## src/rtl/accel_job_sequencer_pkg.sv

```systemverilog
// Shared state encoding, default job geometry and width helpers for the
// accelerator job sequencer.
package accel_seq_pkg;

    typedef enum logic [1:0] {
        IDLE  = 2'd0,
        ISSUE = 2'd1,
        DRAIN = 2'd2,
        DONE  = 2'd3
    } seq_state_t;

    localparam int unsigned DEF_NUM_TILES       = 16;
    localparam int unsigned DEF_MAX_OUTSTANDING = 4;
    localparam int unsigned DEF_TIMEOUT_CYCLES  = 65535;

    // Tile index width: never narrower than one bit.
    function automatic int unsigned idx_width(input int unsigned n);
        return (n <= 1) ? 1 : $clog2(n);
    endfunction

    // Width of a counter that must be able to hold the value n itself.
    function automatic int unsigned cnt_width(input int unsigned n);
        return $clog2(n + 1);
    endfunction

endpackage

```

## src/rtl/accel_job_sequencer_if.sv

```systemverilog
// Tile command / completion channel between the job sequencer and the
// compute engine.
interface accel_job_sequencer_if #(
    parameter int unsigned IDX_W = 4
);
    logic             cmd_valid;
    logic             cmd_ready;
    logic [IDX_W-1:0] cmd_tile_idx;
    logic             done_valid;

    modport master (
        output cmd_valid,
        output cmd_tile_idx,
        input  cmd_ready,
        input  done_valid
    );

    modport slave (
        input  cmd_valid,
        input  cmd_tile_idx,
        output cmd_ready,
        output done_valid
    );
endinterface

```

## src/rtl/accel_job_sequencer_watchdog.sv

```systemverilog
// Idle-cycle watchdog: counts enabled cycles since the last clear and pulses
// expire on the cycle the count sits at LIMIT-1.
module seq_watchdog #(
    parameter int unsigned LIMIT = 65535,
    parameter int unsigned CNT_W = 16
) (
    input  logic clk,
    input  logic rst_n,
    input  logic en,
    input  logic clr,
    output logic expire
);
    localparam logic [CNT_W-1:0] LAST = CNT_W'(LIMIT - 1);

    logic [CNT_W-1:0] count;

    always_ff @(posedge clk or negedge rst_n) begin
        if (!rst_n) begin
            count <= '0;
        end else if (clr) begin
            count <= '0;
        end else if (en) begin
            count <= count + CNT_W'(1);
        end
    end

    // A clear in the same cycle means activity was seen, so no abort.
    assign expire = en & ~clr & (count == LAST);

endmodule

```

## src/rtl/accel_job_sequencer.sv

```systemverilog
// Runs one job of NUM_TILES tile commands per rising edge of start, tracks
// outstanding tiles, and raises Finish (held) on completion or watchdog abort.
module accel_job_sequencer
    import accel_seq_pkg::*;
#(
    parameter int unsigned NUM_TILES       = DEF_NUM_TILES,
    parameter int unsigned MAX_OUTSTANDING = DEF_MAX_OUTSTANDING,
    parameter int unsigned TIMEOUT_CYCLES  = DEF_TIMEOUT_CYCLES,
    parameter int unsigned IDX_W           = idx_width(NUM_TILES)
) (
    input  logic                  aclk,
    input  logic                  aresetn,
    input  logic                  start,
    output logic                  Finish,
    output logic                  busy,
    output logic                  err_timeout,
    accel_job_sequencer_if.master cmd
);
    localparam int unsigned      CNT_W = cnt_width(NUM_TILES);
    localparam int unsigned      WD_W  = cnt_width(TIMEOUT_CYCLES);
    localparam logic [CNT_W-1:0] NUM_C = CNT_W'(NUM_TILES);
    localparam logic [CNT_W-1:0] MAX_C = CNT_W'(MAX_OUTSTANDING);

    seq_state_t       state, state_n;
    logic [CNT_W-1:0] issued, issued_n;
    logic [CNT_W-1:0] completed, completed_n;
    logic [CNT_W-1:0] outstanding, outstanding_n;
    logic             valid_q, valid_n;
    logic [IDX_W-1:0] idx_q, idx_n;
    logic             err_q, err_n;
    logic             start_d;

    logic start_rise, active, launch, hs, done_eff, hold;
    logic wd_clr, wd_expire;

    assign start_rise = start & ~start_d;
    assign active     = (state == ISSUE) || (state == DRAIN);
    assign launch     = start_rise & ((state == IDLE) || (state == DONE));
    assign hs         = valid_q & cmd.cmd_ready;
    assign done_eff   = active & cmd.done_valid & (outstanding != '0);
    assign hold       = valid_q & ~cmd.cmd_ready;
    assign wd_clr     = hs | (active & cmd.done_valid) | launch;

    seq_watchdog #(
        .LIMIT (TIMEOUT_CYCLES),
        .CNT_W (WD_W)
    ) u_watchdog (
        .clk    (aclk),
        .rst_n  (aresetn),
        .en     (active),
        .clr    (wd_clr),
        .expire (wd_expire)
    );

    always_comb begin
        state_n       = state;
        issued_n      = issued;
        completed_n   = completed;
        outstanding_n = outstanding;
        err_n         = err_q;
        valid_n       = 1'b0;
        idx_n         = idx_q;

        case (state)
            IDLE, DONE: begin
                if (launch) begin
                    issued_n      = '0;
                    completed_n   = '0;
                    outstanding_n = '0;
                    err_n         = 1'b0;
                    state_n       = ISSUE;
                end
            end
            ISSUE, DRAIN: begin
                if (hs)       issued_n    = issued + CNT_W'(1);
                if (done_eff) completed_n = completed + CNT_W'(1);
                if (hs && !done_eff)      outstanding_n = outstanding + CNT_W'(1);
                else if (!hs && done_eff) outstanding_n = outstanding - CNT_W'(1);

                if (wd_expire) begin
                    state_n = DONE;
                    err_n   = 1'b1;
                end else if (completed_n == NUM_C) begin
                    state_n = DONE;
                end else if (issued_n == NUM_C) begin
                    state_n = DRAIN;
                end
            end
        endcase

        // Launch cycle leaves cmd_valid low; an offered command is held
        // unchanged until accepted regardless of the outstanding count.
        if (state == ISSUE && state_n == ISSUE) begin
            if (hold) begin
                valid_n = 1'b1;
            end else begin
                valid_n = (issued_n < NUM_C) && (outstanding_n < MAX_C);
                idx_n   = IDX_W'(issued_n);
            end
        end
    end

    always_ff @(posedge aclk or negedge aresetn) begin
        if (!aresetn) begin
            state       <= IDLE;
            issued      <= '0;
            completed   <= '0;
            outstanding <= '0;
            valid_q     <= 1'b0;
            idx_q       <= '0;
            err_q       <= 1'b0;
            start_d     <= 1'b0;
        end else begin
            state       <= state_n;
            issued      <= issued_n;
            completed   <= completed_n;
            outstanding <= outstanding_n;
            valid_q     <= valid_n;
            idx_q       <= idx_n;
            err_q       <= err_n;
            start_d     <= start;
        end
    end

    assign Finish           = (state == DONE);
    assign busy             = active;
    assign err_timeout      = err_q;
    assign cmd.cmd_valid    = valid_q;
    assign cmd.cmd_tile_idx = idx_q;

endmodule

```

## src/flat_wrapper.sv

```systemverilog
// flat-port wrapper written by rule: the top's interface ports become plain ports
module accel_job_sequencer_flat import accel_seq_pkg::*;
#(
    parameter int unsigned NUM_TILES       = DEF_NUM_TILES,
    parameter int unsigned MAX_OUTSTANDING = DEF_MAX_OUTSTANDING,
    parameter int unsigned TIMEOUT_CYCLES  = DEF_TIMEOUT_CYCLES,
    parameter int unsigned IDX_W           = idx_width(NUM_TILES)
)
  (aclk, aresetn, start, Finish, busy, err_timeout, cmd_cmd_valid, cmd_cmd_tile_idx, cmd_cmd_ready, cmd_done_valid);
  accel_job_sequencer_if #(.IDX_W(IDX_W)) cmd_i ();
  input  logic aclk;
  input  logic aresetn;
  input  logic start;
  output logic Finish;
  output logic busy;
  output logic err_timeout;
  output wire logic [$bits(cmd_i.cmd_valid)-1:0] cmd_cmd_valid;
  output wire logic [$bits(cmd_i.cmd_tile_idx)-1:0] cmd_cmd_tile_idx;
  input wire logic [$bits(cmd_i.cmd_ready)-1:0] cmd_cmd_ready;
  input wire logic [$bits(cmd_i.done_valid)-1:0] cmd_done_valid;
  assign cmd_cmd_valid = cmd_i.cmd_valid;
  assign cmd_cmd_tile_idx = cmd_i.cmd_tile_idx;
  assign cmd_i.cmd_ready = cmd_cmd_ready;
  assign cmd_i.done_valid = cmd_done_valid;
  accel_job_sequencer #(.NUM_TILES(NUM_TILES), .MAX_OUTSTANDING(MAX_OUTSTANDING), .TIMEOUT_CYCLES(TIMEOUT_CYCLES), .IDX_W(IDX_W)) u_core (.aclk(aclk), .aresetn(aresetn), .start(start), .Finish(Finish), .busy(busy), .err_timeout(err_timeout), .cmd(cmd_i));
endmodule
```

## config.mk

```make
export PLATFORM = sky130hd
export DESIGN_NAME = accel_job_sequencer_flat
export DESIGN_NICKNAME = d
export VERILOG_FILES = /design/src/rtl/accel_job_sequencer_pkg.sv /design/src/rtl/accel_job_sequencer_if.sv /design/src/rtl/accel_job_sequencer_watchdog.sv /design/src/rtl/accel_job_sequencer.sv /design/src/flat_wrapper.sv
export SDC_FILE = /design/constraint.sdc
export NUM_CORES = 1
export LEC_CHECK = 0
export CAP_MARGIN = 20
export CELL_PAD_IN_SITES_DETAIL_PLACEMENT = 1
export CELL_PAD_IN_SITES_GLOBAL_PLACEMENT = 2
export CORE_ASPECT_RATIO = 1.1
export CORE_MARGIN = 1
export CORE_UTILIZATION = 41
export CTS_CLUSTER_DIAMETER = 100
export CTS_CLUSTER_SIZE = 14
export DETAILED_ROUTE_END_ITERATION = 10
export PLACE_DENSITY = 0.87
export RECOVER_POWER = 100
export SETUP_SLACK_MARGIN = 0.5
export SYNTH_ARGS = -nofsm -noshare
export SYNTH_HDL_FRONTEND = slang
export SYNTH_SLANG_ARGS = --single-unit
export TNS_END_PERCENT = 20
```

## constraint.sdc

```tcl
create_clock -name aclk -period 4.49 [get_ports aclk]
set_input_delay 0.449 -clock aclk [delete_from_list [all_inputs] [get_ports aclk]]
set_output_delay 0.449 -clock aclk [all_outputs]
set_load 0.01 [all_outputs]
```

==> results.rst, run 1 <==
.. list-table::
   :header-rows: 1

   * - Metric
     - Value
   * - Hold Path Cell Cnt
     - 2
   * - Fraction of layout cells with a size suffix above 1
     - 5.44%
   * - Layout net count
     - 251
   * - Number of global-route vias before repair
     - 1831
   * - Via count
     - 1673
   * - End point of the most critical hold path
     - u_core.err_timeout
   * - Worst-margin pin slew
     - 2.18 ns
   * - Fraction of the cycle the final worst path needs
     - a little under three quarters
   * - I/O pin cnt
     - 13
   * - Violations in the final reports
     - max-capacitance violations, max-slew violations
   * - Reg-to-reg critical path endpoint
     - u_core.cmd.cmd_tile_idx[2]
   * - VDD IR max
     - 222 uV
   * - First element of the critical path
     - u_core.state[1]
   * - Power per cell area
     - around 660 mW/mm2
   * - Clk pin slew, worst setup/hold paths
     - 0.08 ns
   * - Weighted congestion reported at the end of routability-driven placement
     - 0.730
   * - Routed length per instance
     - 16.0 um
   * - Cell variety after synth
     - 45
   * - Worst slack on hold paths
     - approximately 0.5 ns
   * - Static leakage
     - between 1 and 1.5 nW
   * - Max-slew violation total from the final report
     - just over 40
   * - Net count after synthesis
     - ~240
   * - Switch Pwr
     - about 680 uW
   * - Initial cell density of the core
     - between 40% and 50%
   * - Commonest register cell after synthesis
     - dfrtp_1
   * - Number of vias per cell after detailed routing
     - 5.38
   * - Worst clock skew
     - ~0.0086 ns
   * - Synth Instances
     - around 230
   * - Fill cells
     - 606
   * - Aggregate global-route resource usage
     - 19.9%
   * - Final worst slack
     - 1.26 ns
   * - Pin count of the biggest net entering global routing
     - 41
   * - Final setup violation count
     - 0
   * - Worst slew margin relative to its limit
     - -45.4%
   * - Die W
     - around 72 um
   * - Placement row count
     - 27
   * - Seq cells post-synth
     - 40
   * - Total global routing overflow
     - 0
   * - Final hold viol count
     - 0
   * - Netlist area before placement
     - 0.00223 mm2
   * - Ant diodes
     - 0
   * - Clock insertion delay at the later pin of the skew report
     - slightly below 0.3 ns
   * - Unrepaired setup endpoints after global routing
     - false
   * - DIE AREA
     - 0.00574 mm2
   * - Switching share of power
     - a little over two fifths
   * - MaxCap Viol Count
     - 1
   * - Number of warnings issued by yosys
     - 0
   * - Final critical delay including setup and external delays
     - 3.23 ns
   * - HP Class
     - register to register
   * - Path type of the worst setup path
     - register to register
   * - Run status
     - complete, but fails checks
   * - Cell-internal power
     - approximately 950 uW
   * - DP Wirelength
     - between 3000 and 4000 um
   * - Number of setup buffers added after CTS
     - 0
   * - Initial antenna violation count
     - 0
   * - Post-CTS Hold Buffers
     - 0
   * - Syn Area/Cell
     - approximately 9.9 um2
   * - Clock power share
     - 18.1%
   * - Detailed Route WL
     - 4960 um
   * - First-pass GRT wire length
     - about 9000 um
   * - Path depth of the worst reg2reg path
     - 9
   * - Worst hold path startpoint
     - u_core.err_timeout
   * - Clock tree from TritonCTS
     - built
   * - Sequential fraction of the synthesis area
     - 44.9%
   * - Startpoint Class
     - register
   * - Maximum fanout along the worst path
     - 23
   * - Number of synthesized flops with an enable pin
     - 0
   * - Iter 0 DRT Violations
     - 56
   * - Part of the total power dissipated in sequential elements
     - 36.6%
   * - Pre-antenna DRT Iters
     - 4
   * - Die Ht
     - 79.4 um
   * - Fraction of registers with async set/reset
     - 100%
   * - Kind of capture point of the worst setup path
     - register
   * - Clock Tree Buf Depth
     - 2
   * - Standard cell core area
     - a little over 0.005 mm2
   * - Critical Path RT
     - 4.67 ns
   * - Resize count post-CTS
     - 0
   * - Area used by multi-input combinational logic
     - between 0.001 and 0.0015 mm2
   * - Arrival time at the worst endpoint
     - ~3.4 ns
   * - Total Negative Setup Slacks
     - 0 ns
   * - Power share of the combinational group
     - 45.3%
   * - Worst slack at placement
     - 1.31 ns
   * - Clock Sink Count
     - 40
   * - Area Growth Syn to Fin
     - 10.5%
   * - CTS H-Tree Depth
     - 2
   * - DRC Markers
     - 0
   * - Worst-case register-to-register setup slack
     - roughly 1.3 ns
   * - Root buffer cell
     - clkbuf_8
   * - Launch instance of the worst register-to-register path
     - u_core.state[1]
   * - Clock buffer count from CTS
     - 5
   * - Max Fclk
     - 0.310 GHz
   * - PortBufs
     - 12
   * - Register area
     - 0.00100 mm2
   * - Final ANT Viol Nets
     - 0
-- worst max path at each step --
stage	endpoint	depth (start not counted)
after floorplan	u_core.cmd.cmd_tile_idx[0]	10
after global placement	u_core.cmd.cmd_valid	9
after detailed placement	u_core.cmd.cmd_valid	9
after CTS	u_core.cmd.cmd_valid	9
after global routing	u_core.cmd.cmd_tile_idx[2]	8
final	u_core.cmd.cmd_tile_idx[2]	9
-- metal layers --
| layer | share of wire [%] | track usage (%) | routed length, um |
|---|---|---|---|
| met1 | 45 | 24.4 | 2250 |
| met2 | 52 | 34.3 | 2590 |
| met3 | 1.7 | 3.81 | 86 |
| met4 | 0.87 | 7.06 | 43 |
| met5 | 0 | 0 | 0 |
-- cell usage after synthesis, types with 2 or more instances --
cell	n	area, um2
dfrtp_1	40	1000
nand2_1	28	105
nor2_1	21	78.8
xor2_1	16	140
nand4_1	13	81.3
o21ai_0	12	60.1
nand3_1	10	50.1
a21oi_1	9	45.0
ha_1	8	100
inv_1	7	26.3
xnor2_1	7	61.3
clkbuf_1	5	18.8
mux2i_1	5	50.1
mux2_4	4	60.1
nor2b_1	4	25.0
nor3_1	4	20.0
and3_1	2	12.5
and4_1	2	17.5
buf_2	2	10.0
o22ai_1	2	12.5
-- power by group through the flow --
stage	Combinational, mW	Clock [mW]	Sequential [mW]
CTS	0.828	0.305	0.596
floorplan	0.622	0	0.567
detailed placement	0.820	0	0.603
global route	0.830	0.317	0.612
global placement	0.796	0	0.597
finish	0.736	0.294	0.594
-- registers in the layout, summed over array words and instances (netlist names) --
name,flops
u_core.u_watchdog.count,16
u_core.completed,5
u_core.issued,5
u_core.outstanding,5
u_core.cmd.cmd_tile_idx,4
u_core.state,2
u_core.cmd.cmd_valid,1
u_core.err_timeout,1
u_core.start_d,1
-- stage by stage --
| stage | total power, mW | util (%) | std cells | instance area (um2) |
|---|---|---|---|---|
| floorplan | 1.19 | - | 226 | 2230 |
| global placement | 1.39 | 46.8 | 303 | 2400 |
| detailed placement | 1.42 | 46.8 | 303 | 2400 |
| CTS | 1.73 | 48.9 | 311 | 2510 |
| global route | 1.76 | 48.0 | 311 | 2460 |
| finish | 1.62 | 48.0 | 311 | 2460 |
-- cell usage in the layout, fill, tap and decap left out, types with 2 or more instances in the layout --
master	n
dlygate4sd3_1	9
mux2i_1	5
and3_1	2
nor2_1	21
clkdlybuf4s50_1	2
and4b_1	2
xnor2_1	7
nor2b_1	4
and4_1	2
xor2_1	16
clkbuf_8	5
o21ai_0	12
mux2_1	3
o22ai_1	2
dfrtp_1	40
inv_1	7
nand2_1	28
ha_1	8
clkbuf_1	3
nor3_1	4
a21oi_1	10
nand4_1	13
nand3_1	10
-- cells by family (layout without fill, tap and decap cells) --
kind of cell	Yosys count	count (layout)	share of synthesized area, %
mux	9	9	4.94
flops	40	40	44.9
compound gates	33	33	10.2
fa+ha+maj	8	8	4.49
xor+xnor	23	23	9.03
simple gates	98	98	23.5
buf+inv	15	28	2.97
-- critical path: stages, from the launching register on --
cell	delay [ns]
dfrtp_1	0.38
inv_1	0.07
ha_1	0.74
inv_1	0.26
a21oi_1	0.18
clkbuf_1	0.53
nor2b_1	0.21
a41oi_1	0.08
and4b_1	0.32
mux2_1	0.34
-- cell type report --
cell class	instances	share of cell area (%)
clock buffers	6	2.94
clock inverters	2	1.42
inverters	7	1.07
multi-input cells	171	45.5
flip-flops and latches	40	40.6
well taps	72	3.65
repair buffers	13	4.77
(Power assumes the default switching activity.)
==> run 2, diff against run 1 <==
CORE_UTILIZATION = 38   (was 41)
PLACE_DENSITY = 0.81   (was 0.87)
clock period = 3.1 ns   (was 4.49 ns; I/O delays follow)
==> results.rst, run 2 (synthesized netlist as in run 1, its figures left out) <==
.. list-table::
   :header-rows: 1

   * - Metric
     - Value
   * - Run status
     - complete, but fails checks
   * - Violations in the final reports
     - max-capacitance violations, max-slew violations
   * - VDD IR max
     - 314 uV
   * - Final worst slack
     - 0.340 ns
   * - Clk pin slew, worst setup/hold paths
     - 0.08 ns
   * - Max Fclk
     - 0.362 GHz
   * - PortBufs
     - 12
   * - Max-slew violation total from the final report
     - 41
   * - Layout net count
     - 269
   * - HP Class
     - register to register
   * - Static leakage
     - 1.16 nW
   * - Initial cell density of the core
     - 40.6%
   * - Clock tree from TritonCTS
     - built
   * - I/O pin cnt
     - 13
   * - Largest register by flop count
     - u_core.u_watchdog.count
   * - DRC Markers
     - 0
   * - Area Growth Syn to Fin
     - 19.6%
   * - Flip-flop count of the largest register after layout
     - 16
   * - Final setup violation count
     - 0
   * - Pre-antenna DRT Iters
     - 4
   * - Initial antenna violation count
     - 0
   * - Clock buffer count from CTS
     - 5
   * - Most frequent cells in the layout
     - 39 x dfrtp_1, 27 x nand2_1, 21 x nor2_1
   * - CTS H-Tree Depth
     - 2
   * - Fraction of layout cells with a size suffix above 1
     - approximately 16%
   * - Worst slew margin relative to its limit
     - -45.6%
   * - Iter 0 DRT Violations
     - 68
   * - Arrival time at the worst endpoint
     - 2.95 ns
   * - Ant diodes
     - 0
   * - Standard cell core area
     - 0.00550 mm2
   * - Startpoint Class
     - register
   * - Routed length per instance
     - 16.1 um
   * - Power per cell area
     - between 1000 and 1500 mW/mm2
   * - Weighted congestion reported at the end of routability-driven placement
     - about 0.74
   * - Die W
     - 75.1 um
   * - First-pass GRT wire length
     - 8650 um
   * - Aggregate global-route resource usage
     - between 15 and 20%
   * - Die Ht
     - 82.4 um
   * - Leading cell type in the layout, fill and taps excluded
     - dfrtp_1
   * - Maximum fanout along the worst path
     - 4
   * - Total Negative Setup Slacks
     - 0 ns
   * - Worst slack at placement
     - 0.261 ns
   * - Final ANT Viol Nets
     - 0
   * - Kind of capture point of the worst setup path
     - register
   * - Fraction of the cycle the final worst path needs
     - 89.0%
   * - Number of global-route vias before repair
     - 1756
   * - DIE AREA
     - 0.00618 mm2
   * - Worst clock skew
     - 0.00702 ns
   * - Final Total Pwr
     - between 2 and 3 mW
   * - Core Util, Final
     - 48.5%
   * - Pin count of the biggest net entering global routing
     - between 40 and 50
   * - Clock Tree Buf Depth
     - 2
   * - DP Wirelength
     - 3570 um
   * - Path type of the worst setup path
     - register to register
   * - MaxCap Viol Count
     - 1
   * - Total global routing overflow
     - 0
   * - Number of vias per cell after detailed routing
     - a little over 5
   * - Detailed Route WL
     - 5330 um
   * - Final hold viol count
     - 0
   * - Via count
     - about 1700
   * - Post-CTS Hold Buffers
     - 0
   * - Worst-margin pin slew
     - roughly 2.2 ns
   * - Final critical delay including setup and external delays
     - 2.76 ns
   * - Unrepaired setup endpoints after global routing
     - true
   * - Clock insertion delay at the later pin of the skew report
     - 0.30 ns
   * - Placement row count
     - 28
   * - Clock Sink Count
     - 40
   * - Root buffer cell
     - clkbuf_8
   * - Critical Path RT
     - 3.29 ns
run 2: routing by layer:
metal	part of all wire [%]	wire, um	track usage [%]	vias up
met5	0	0	0	-
met4	1.7	91	7.17	0
met3	2.1	113	4.37	7
met2	51	2710	33.2	19
met1	45	2410	23.4	842
li1	-	-	-	852
run 2: through the flow:
stage / cell area, um2 / hold slack [ns] / instances
2_1_floorplan: 2230 / 0.0144 / 226
3_3_place_gp: 2430 / 0.485 / 309
3_5_place_dp: 2430 / 0.468 / 309
4_1_cts: 2610 / 0.179 / 319
5_1_grt: 2670 / 0.523 / 331
6_report: 2670 / 0.478 / 331
run 2: critical path, stage by stage (launching register included):
cell	delay, ns
dfrtp_1	0.39
inv_1	0.08
ha_1	0.34
and2b_1	0.27
buf_6	0.15
and2_4	0.16
nor4_4	0.20
o22ai_1	0.13
a41oi_1	0.29
and4b_4	0.34
mux2_4	0.31
run 2: report_power, final:
group / internal [mW] / switching [mW]
sequential: 0.674 / 0.182
clock: 0.317 / 0.185
combinational: 0.658 / 0.697
run 2: area by class of cell:
type                            count  area (um2)
Clock inverter                      2        60.1
Multi-Input combinational cell    171        1160
Tap cell                           75        93.8
Sequential cell                    40        1000
Fill cell                         639        2830
Inverter                            7        26.3
Clock buffer                        5        68.8
Timing Repair Buffer               31         256
run 2: path summary, 6_finish.rpt:
path / start / slack, ns / cells after the start / to
setup / recovery: u_core.state[1] / 0.34 / 10 / u_core.cmd.cmd_tile_idx[0]
setup reg to reg: u_core.state[1] / 0.34 / 10 / u_core.cmd.cmd_tile_idx[0]
min in group asynchronous: aresetn / 0.64 / 1 / u_core.completed[1]
max in group asynchronous: aresetn / 1.06 / 1 / u_core.state[0]
hold / removal: u_core.err_timeout / 0.48 / 2 / u_core.err_timeout
hold reg to reg: u_core.err_timeout / 0.48 / 2 / u_core.err_timeout
run 2: timing repair:
item                       4_1_cts  5_1_grt
resized for setup                7        3
setup buffers                    3       12
pin swaps                        4       10
setup endpoints to repair        5        5
